[src/rtl/ws2812_pkg.sv]
// rtl/ws2812_pkg.sv - state encoding and ns-to-cycle timing helpers for the WS2812 chain driver
package ws2812_pkg;

  typedef enum logic [2:0] {
    S_IDLE,
    S_LOAD,
    S_HIGH,
    S_LOW,
    S_LATCH
  } state_t;

  localparam int unsigned DEF_CLK_HZ    = 48000000;
  localparam int unsigned DEF_T0H_NS    = 400;
  localparam int unsigned DEF_T1H_NS    = 800;
  localparam int unsigned DEF_TBIT_NS   = 1250;
  localparam int unsigned DEF_TRESET_NS = 50000;

  // Truncating conversion; clock is taken in whole MHz first.
  function automatic int unsigned ns_to_cyc(input int unsigned ns, input int unsigned clk_hz);
    return ns * (clk_hz / 1000000) / 1000;
  endfunction

  localparam int unsigned DEF_T0H_CYC    = ns_to_cyc(DEF_T0H_NS, DEF_CLK_HZ);
  localparam int unsigned DEF_T1H_CYC    = ns_to_cyc(DEF_T1H_NS, DEF_CLK_HZ);
  localparam int unsigned DEF_TBIT_CYC   = ns_to_cyc(DEF_TBIT_NS, DEF_CLK_HZ);
  localparam int unsigned DEF_TRESET_CYC = ns_to_cyc(DEF_TRESET_NS, DEF_CLK_HZ);

endpackage

[src/rtl/ws2812_bit_encoder.sv]
// rtl/ws2812_bit_encoder.sv - NRZ bit-cell timer producing the high/low shape of one WS2812 bit
module ws2812_bit_encoder
  import ws2812_pkg::*;
#(
  parameter int unsigned T0H_CYC  = DEF_T0H_CYC,
  parameter int unsigned T1H_CYC  = DEF_T1H_CYC,
  parameter int unsigned TBIT_CYC = DEF_TBIT_CYC,
  parameter int unsigned CW       = 12
) (
  input  logic i_clk,
  input  logic i_rst,
  input  logic i_bit_valid,
  input  logic i_bit_val,
  output logic o_dout,
  output logic o_high_done,
  output logic o_bit_done
);

  logic [CW-1:0] r_cnt;
  logic [CW-1:0] w_high_len;

  assign w_high_len = i_bit_val ? CW'(T1H_CYC) : CW'(T0H_CYC);

  // Counter wraps on the last cycle of a bit so back-to-back bits stay gapless.
  always_ff @(posedge i_clk) begin
    if (i_rst || !i_bit_valid || o_bit_done) r_cnt <= '0;
    else                                     r_cnt <= r_cnt + CW'(1);
  end

  assign o_dout      = i_bit_valid && (r_cnt < w_high_len);
  assign o_high_done = i_bit_valid && (r_cnt == w_high_len - CW'(1));
  assign o_bit_done  = i_bit_valid && (r_cnt == CW'(TBIT_CYC - 1));

endmodule

[src/rtl/ws2812_chain_tx.sv]
// rtl/ws2812_chain_tx.sv - frame-buffered WS2812/SK6812 chain transmitter with latch gap
module ws2812_chain_tx
  import ws2812_pkg::*;
#(
  parameter int unsigned CLK_HZ       = DEF_CLK_HZ,
  parameter int unsigned NUM_LEDS     = 8,
  parameter int unsigned BITS_PER_LED = 24,
  parameter int unsigned T0H_NS       = DEF_T0H_NS,
  parameter int unsigned T1H_NS       = DEF_T1H_NS,
  parameter int unsigned TBIT_NS      = DEF_TBIT_NS,
  parameter int unsigned TRESET_NS    = DEF_TRESET_NS,
  localparam int unsigned AW = (NUM_LEDS > 1) ? $clog2(NUM_LEDS) : 1
) (
  input  logic                    i_clk,
  input  logic                    i_rst,
  input  logic                    i_wr_en,
  input  logic [AW-1:0]           i_wr_addr,
  input  logic [BITS_PER_LED-1:0] i_wr_data,
  input  logic                    i_start,
  output logic                    o_bsy,
  output logic                    o_done,
  output logic                    o_dout
);

  localparam int unsigned T0H_CYC    = ns_to_cyc(T0H_NS, CLK_HZ);
  localparam int unsigned T1H_CYC    = ns_to_cyc(T1H_NS, CLK_HZ);
  localparam int unsigned TBIT_CYC   = ns_to_cyc(TBIT_NS, CLK_HZ);
  localparam int unsigned TRESET_CYC = ns_to_cyc(TRESET_NS, CLK_HZ);
  localparam int unsigned CMAX       = (TBIT_CYC > TRESET_CYC) ? TBIT_CYC : TRESET_CYC;
  localparam int unsigned CW         = $clog2(CMAX + 1);
  localparam int unsigned BW         = (BITS_PER_LED > 1) ? $clog2(BITS_PER_LED) : 1;
  localparam int unsigned DEPTH      = 1 << AW;

  generate
    if (T1H_CYC >= TBIT_CYC || T0H_CYC == 0) begin : g_bad_timing
      $error("ws2812_chain_tx: T1H must be shorter than the bit period and T0H non-zero");
    end
  endgenerate

  state_t                  r_state, w_next;
  logic [BITS_PER_LED-1:0] r_buf [DEPTH];
  logic [BITS_PER_LED-1:0] r_shift, r_next;
  logic [AW-1:0]           r_pix;
  logic [BW-1:0]           r_bit;
  logic [CW-1:0]           r_latch_cnt;
  logic                    r_done;
  logic                    w_bit_valid, w_enc_dout, w_high_done, w_bit_done;
  logic                    w_last_bit, w_last_pix, w_latch_end;

  assign w_bit_valid = (r_state == S_HIGH) || (r_state == S_LOW);
  assign w_last_bit  = (r_bit == '0);
  assign w_last_pix  = (r_pix == AW'(NUM_LEDS - 1));
  assign w_latch_end = (r_latch_cnt == CW'(TRESET_CYC - 1));

  // Writes are only taken while idle, so the frame is frozen once accepted.
  always_ff @(posedge i_clk) begin
    if (i_wr_en && (r_state == S_IDLE) && (32'(i_wr_addr) < NUM_LEDS))
      r_buf[i_wr_addr] <= i_wr_data;
  end

  always_ff @(posedge i_clk) begin
    if (i_rst) r_state <= S_IDLE;
    else       r_state <= w_next;
  end

  always_comb begin
    w_next = r_state;
    case (r_state)
      S_IDLE:  if (i_start) w_next = S_LOAD;
      S_LOAD:  w_next = S_HIGH;
      S_HIGH:  if (w_high_done) w_next = S_LOW;
      S_LOW:   if (w_bit_done) w_next = (w_last_bit && w_last_pix) ? S_LATCH : S_HIGH;
      S_LATCH: if (w_latch_end) w_next = S_IDLE;
      default: w_next = S_IDLE;
    endcase
  end

  always_ff @(posedge i_clk) begin
    if (i_rst) begin
      r_shift     <= '0;
      r_next      <= '0;
      r_pix       <= '0;
      r_bit       <= '0;
      r_latch_cnt <= '0;
      r_done      <= 1'b0;
    end else begin
      r_done <= (r_state == S_LATCH) && w_latch_end;
      case (r_state)
        S_LOAD: begin
          r_shift <= r_buf[AW'(0)];
          r_next  <= r_buf[AW'(1)];
          r_pix   <= '0;
          r_bit   <= BW'(BITS_PER_LED - 1);
        end
        S_LOW: if (w_bit_done) begin
          if (!w_last_bit) begin
            r_shift <= r_shift << 1;
            r_bit   <= r_bit - BW'(1);
          end else if (!w_last_pix) begin
            // Prefetched word swaps in on the last cycle of the bit: no gap at the pixel seam.
            r_shift <= r_next;
            r_next  <= r_buf[r_pix + AW'(2)];
            r_pix   <= r_pix + AW'(1);
            r_bit   <= BW'(BITS_PER_LED - 1);
          end
        end
        S_LATCH: r_latch_cnt <= w_latch_end ? '0 : r_latch_cnt + CW'(1);
        default: ;
      endcase
    end
  end

  ws2812_bit_encoder #(
    .T0H_CYC (T0H_CYC),
    .T1H_CYC (T1H_CYC),
    .TBIT_CYC(TBIT_CYC),
    .CW      (CW)
  ) u_enc (
    .i_clk      (i_clk),
    .i_rst      (i_rst),
    .i_bit_valid(w_bit_valid),
    .i_bit_val  (r_shift[BITS_PER_LED-1]),
    .o_dout     (w_enc_dout),
    .o_high_done(w_high_done),
    .o_bit_done (w_bit_done)
  );

  assign o_dout = w_enc_dout & ~i_rst;
  assign o_bsy  = (r_state != S_IDLE);
  assign o_done = r_done;

endmodule

[config.mk]
export PLATFORM = sky130hd
export DESIGN_NAME = ws2812_chain_tx
export DESIGN_NICKNAME = d
export VERILOG_FILES = /design/src/rtl/ws2812_pkg.sv /design/src/rtl/ws2812_bit_encoder.sv /design/src/rtl/ws2812_chain_tx.sv
export SDC_FILE = /design/constraint.sdc
export NUM_CORES = 1
export LEC_CHECK = 0
export CORE_AREA = 3 3 203 205
export DETAILED_ROUTE_END_ITERATION = 10
export DIE_AREA = 0 0 206 208
export GPL_TIMING_DRIVEN = 0
export SLEW_MARGIN = 40
export SYNTH_ARGS = -nofsm -noshare
export SYNTH_HDL_FRONTEND = slang
export SYNTH_HIERARCHICAL = 1
export SYNTH_SLANG_ARGS = --single-unit
[constraint.sdc]
create_clock -name i_clk -period 4.35 [get_ports i_clk]
set_clock_uncertainty 0.2 [all_clocks]
set_input_delay 0.87 -clock i_clk [delete_from_list [all_inputs] [get_ports i_clk]]
set_output_delay 0.87 -clock i_clk [all_outputs]
set_load 0.005 [all_outputs]
==> results.cfg, run 1 <==
[run_status]
status = finished clean

[placed_design]
globalplace.congestion = 0.819
port_buffers = 33
dpl.hpwl_um = 19400
dpl_worst_slack_ns = 0.684

[floorplanning]
core-area_mm2 = 0.0396
dieArea_mm2 = 0.0428
io_pins = 34
die_h_um = 208
die_x_um = 206
rows = 73
initial_core_util = 0.298

[worst_setup_path]
path_common_cell = clkdlybuf4s50_1
startpoint = i_rst
crit_chain = clkdlybuf4s50_1 -> clkbuf_1 -> nor2b_1 -> clkdlybuf4s50_1
cp-start-kind = input port
max_stage_delay_ns = 0.60
cp_slowest_cell = clkdlybuf4s50_1
arrival_ns = 2.57
crit-reg2reg-launch = r_state[1]
cp_max_fo = 10
cp.required_ns = 3.28
critPathKind = in2out
crit_path_end_kind = output pin
ff2ff_setup_slack_ns = 0.87

[routing]
wl_met3_um = 1020
drt_wl_total_um = 27900
drt-initial-drc-count = 475
avgRoutedWirePerCell_um = 19.1
ant_nets = 0
wl_met2_um = 13100
top_layer = met4
drtPass1Iterations = 4
viasPerCell = 5.06
wl_met1_um = 13200
drc = 0
vias = 7414

[logic_synthesis]
syn_avg_cell_area_um2 = 14.1
synth_cell_types = 63
synth_enable_flop_cells = 192
ys.flop_type = edfxtp_1
ys_warn_count = 6
syn-cell-area_mm2 = 0.0118
yosysTopAreaCell = edfxtp_1
synth_fp_nets = 877
synth_area_leaders = edfxtp_1 (49%), dfxtp_1 (14%), mux4_2 (6.5%)
synth_cells = 837
async_flop_share = 0
synthTopCellsByCount = edfxtp_1 (192), dfxtp_1 (84), mux2_2 (61)
ys_seq_area_frac = 0.631
yosysMostFrequentCell = edfxtp_1
synth_top_cell_area_share = 0.489
ys_ff_latch = 276

[power_and_ir_drop]
ir_drop_v = 0.000298
powerDensity_mw_per_mm2 = 431
p_leak_nw = 4.32

[clock_tree]
cts_max_path_buffers = 3
worstSkewPairLatency_ns = 0.56
root_buffer = clkbuf_16
numCtsBuffers = 30
cts_max_level = 1
clock_sinks = 276
clk_pin_slew_ns = 0.06
cts_resized = 0
post_cts_buffers = 0
cts_tree = built
postCtsHoldBufs = 0

[sta]
timing.final.ws_setup_ns = 0.714
maxSlewViolCount = 0
fin_tns_setup_ns = 0
fin_crit_ns = 3.64
rsz0062_at_grt = false
setup_viol = 0
hold_ws_ns = 0.306
relSlewSlack = 0.486
max_freq_ghz = 0.275
tightest_slew_ns = 0.771
finalCritPeriodShare = 0.836
hold_violations = 0

[min_path]
holdCritStartpoint = u_enc/r_cnt[10]
min_path_type = reg2reg

[final_layout]
finalNetCount = 956
drive_gt1_frac = 0.212
fill_cells = 3826
diodes = 0
area_growth_syn_to_layout_pct = 19.1

[job]
drv_cap = 0

[global_route]
grt_pass1_vias = 7663
grt_pass1_wl_um = 44200
grt_antenna_before_repair = 0
grt_usage = 0.130
overflow = 0
grt_max_degree = 16
where the power goes:
part           internal, mW  total [mW]  switching (mW)
Clock                  1.52        2.54            1.03
Sequential             2.90        2.95          0.0503
Combinational         0.219       0.556           0.337
layout make-up:
| class | instances | area [um^2] | share of cell area |
|---|---|---|---|
| Sequential cell | 276 | 7450 | 0.530 |
| Clock inverter | 18 | 201 | 0.0143 |
| Timing Repair Buffer | 47 | 548 | 0.0390 |
| Multi-Input combinational cell | 490 | 4070 | 0.290 |
| Tap cell | 525 | 657 | 0.0468 |
| Buffer | 61 | 300 | 0.0214 |
| Inverter | 10 | 37.5 | 0.00267 |
| Clock buffer | 37 | 787 | 0.0560 |
metal layers:
layer / track usage / vias up
li1: - / 3463
met1: 0.182 / 3761
met2: 0.213 / 143
met3: 0.0189 / 47
met4: 0.0300 / 0
met5: 0 / -
state kept, by name, indices dropped and copies added (netlist names), 3 cells and up:
register,cells
u_enc/r_cnt,12
r_state,3
r_pix,3
r_buf,192
r_bit,5
r_next,24
r_latch_cnt,12
r_shift,24
critical path: cells and delay by family:
family                 cells  cell delay, ns
buffers and inverters      3            1.57
AND/OR/NAND/NOR            1            0.13
worst paths after layout:
kind,cells past startpoint,to
max,4,o_dout
min,2,u_enc/r_cnt[10]
max reg2reg,9,r_shift[12]
min reg2reg,2,u_enc/r_cnt[10]
stage by stage:
step                      area, um^2  instances  power [mW]   util
after global placement         12800       1395        3.53  0.323
after detailed placement       13100       1409        3.56  0.329
after CTS                      14000       1464        6.11  0.354
after floorplan                11800        837        3.34      -
after global routing           14000       1464        6.26  0.354
final                          14000       1464        6.05  0.354
cell families (layout without fill, tap and decap cells):
kind of cell / after synthesis / count (layout) / synth area share
and+or+nand+nor: 200 / 200 / 0.0985
adders and majority gates: 9 / 9 / 0.00955
xor gates and xnor gates: 15 / 15 / 0.0111
buffers and inverters: 71 / 173 / 0.0286
muxes: 98 / 98 / 0.126
DFF: 276 / 276 / 0.631
AOI/OAI and AO/OA: 168 / 168 / 0.0952
cells in the final DEF (no fill, tap or decap), drive strengths merged, types with 14 or more instances in the layout:
cell           netlist  layout
dfxtp               84      84
clkbuf              38      75
o22ai               14      14
nor2                38      38
a22oi               24      24
mux4                34      34
clkdlybuf4s50        0      33
nand3               35      35
mux2                61      61
nand3b              15      15
a211oi              34      34
edfxtp             192     192
nand4               18      18
buf                 23      37
nor2b               14      14
or3                 20      20
nor3                15      15
o21ai               22      22
a21oi               49      49
Power figures use the tool's default switching activity.
==> run 2, diff against run 1 <==
==> constraint.sdc (replaced) <==
create_clock -name i_clk -period 2.94 [get_ports i_clk]
set_clock_uncertainty 0.2 [all_clocks]
set_input_delay 0.588 -clock i_clk [delete_from_list [all_inputs] [get_ports i_clk]]
set_output_delay 0.588 -clock i_clk [all_outputs]
set_load 0.005 [all_outputs]
==> run 2 against run 1 <==
- first-iteration DRC count up 11%
- sequential share of layout area decreased by 0.053 points
- sequential power up 48%
- die area did not move
- non-clock buffer count decreased by 1
- via count shrank 0.36%
- critical path depth up 1
- routed wire length about the same
- total power grew 45%
- register-to-register slack lost 0.68 ns
- flip-flop and latch count did not move
- critical endpoint unchanged
- hold slack got worse by 0.023 ns
==> results.cfg, run 2 (synthesis gave the netlist of run 1 again) <==
[run_status]
status = finished clean

[floorplanning]
die_h_um = 208
io_pins = 34
core-area_mm2 = 0.0396
die_x_um = 206
rows = 73
dieArea_mm2 = 0.0428
initial_core_util = 0.298

[sta]
maxSlewViolCount = 0
setup_viol = 0
relSlewSlack = 0.465
fin_crit_ns = 2.83
fin_tns_setup_ns = 0
finalCritPeriodShare = 0.963
rsz0062_at_grt = false
max_freq_ghz = 0.353
hold_ws_ns = 0.284
hold_violations = 0
tightest_slew_ns = 0.802

[routing]
ant_nets = 0
drc = 0
vias = 7387
drtPass1Iterations = 5
viasPerCell = 5.05
drt_wl_total_um = 27900
drt-initial-drc-count = 529
avgRoutedWirePerCell_um = 19.1

[final_layout]
final_util = 0.355
largest_reg_flops = 192
fin_cells = 1464
reg_top3 = r_buf: 192 flops, r_next: 24 flops, r_shift: 24 flops
diodes = 0
drive_gt1_frac = 0.227
fill_cells = 3851
area_growth_syn_to_layout_pct = 19.4
mostFrequentLayoutCells = edfxtp_1 (192), dfxtp_1 (77), mux2_2 (61)
final_common_cell = edfxtp_1
top_register = r_buf
finalNetCount = 955

[min_path]
min_path_type = reg2reg

[power_and_ir_drop]
power.share.sequential = 0.499
swShare = 0.240
power.clock.fraction = 0.404
switchingPower_mw = 2.10
pwr-share-comb = 0.097
p_int_mw = 6.65
powerDensity_mw_per_mm2 = 621
power_mw = 8.75
p_leak_nw = 4.33
ir_drop_v = 0.000417

[worst_setup_path]
cp-start-kind = flop
arrival_ns = 2.04
critPathKind = reg2out
cp_max_fo = 6
crit_path_end_kind = output pin
cp.required_ns = 2.15
ff2ff_setup_slack_ns = 0.19

[global_route]
overflow = 0
grt_pass1_vias = 7354
grt_antenna_before_repair = 0
grt_max_degree = 17
grt_pass1_wl_um = 43500
grt_usage = 0.129

[clock_tree]
clk_pin_slew_ns = 0.06
clock_sinks = 276
cts_max_path_buffers = 3
postCtsHoldBufs = 0
cts_tree = built
root_buffer = clkbuf_16
numCtsBuffers = 30
cts_max_level = 1
worstSkewPairLatency_ns = 0.56

[placed_design]
globalplace.congestion = 0.814
port_buffers = 33
dp.cells = 1406
dpl.hpwl_um = 19100

[job]
drv_cap = 0
run 2: cell count changes in the layout (fill, tap and decap cells not counted), sizes merged:
cell,change
clkdlybuf4s15,+1
buf,+2
clkdlybuf4s50,-1
bufinv,-3
clkbuf,+2
clkinv,+1
clkinvlp,-2
run 2: layer usage:
layer  global-route usage  part of all wire  vias to the layer above
li1                     -                 -                     3466
met1                0.187              0.47                     3706
met2                0.206              0.47                      183
met3               0.0182             0.043                       32
met4               0.0257             0.018                        0
met5                    0                 0                        -
run 2: critical path: stages (launching register included):
cell             delay, ns
dfxtp_2               0.36
nor4_4                0.32
nand3_2               0.17
nor3_1                0.23
nor2b_2               0.20
clkdlybuf4s15_1       0.22
run 2: path summary, 6_finish.rpt:
check	startpoint	to	cells after the start
setup / recovery	u_enc/r_cnt[6]	o_dout	5
hold / removal	u_enc/r_cnt[0]	u_enc/r_cnt[0]	1
setup reg to reg	u_enc/r_cnt[6]	r_shift[10]	9
hold reg to reg	u_enc/r_cnt[0]	u_enc/r_cnt[0]	1
run 2: cell type report:
class | count | area [um^2] | area share
inverters | 10 | 37.5 | 0.00266
well taps | 525 | 657 | 0.0466
multi-input cells | 490 | 4140 | 0.294
plain buffers | 60 | 300 | 0.0213
clock buffers | 42 | 816 | 0.0579
repair buffers | 47 | 567 | 0.0402
flip-flops and latches | 276 | 7460 | 0.530
clock inverters | 14 | 115 | 0.00817
run 2: repair_timing:
action                                  4_1_cts  5_1_grt
endpoints found under the setup margin      157       41
pin swaps                                     3        3
buffers inserted                              1        2
resized for setup                            15       11
run 2: per-stage QoR:
step / setup WS [ns] / area (um^2)
after global placement: -1.44 / 12800
after detailed placement: -0.542 / 13100
after CTS: 0.000228 / 14000
after floorplan: 0.204 / 11800
final: 0.107 / 14100
after global routing: 0.0139 / 14100
run 2: power by group through the flow:
stage	Combinational, mW	Clock, mW	Sequential [mW]
3_3_place_gp	0.776	0	4.45
6_report	0.846	3.54	4.37
2_1_floorplan	0.522	0	4.42
4_1_cts	0.841	3.62	4.37
3_5_place_dp	0.821	0	4.45
5_1_grt	0.913	3.80	4.38
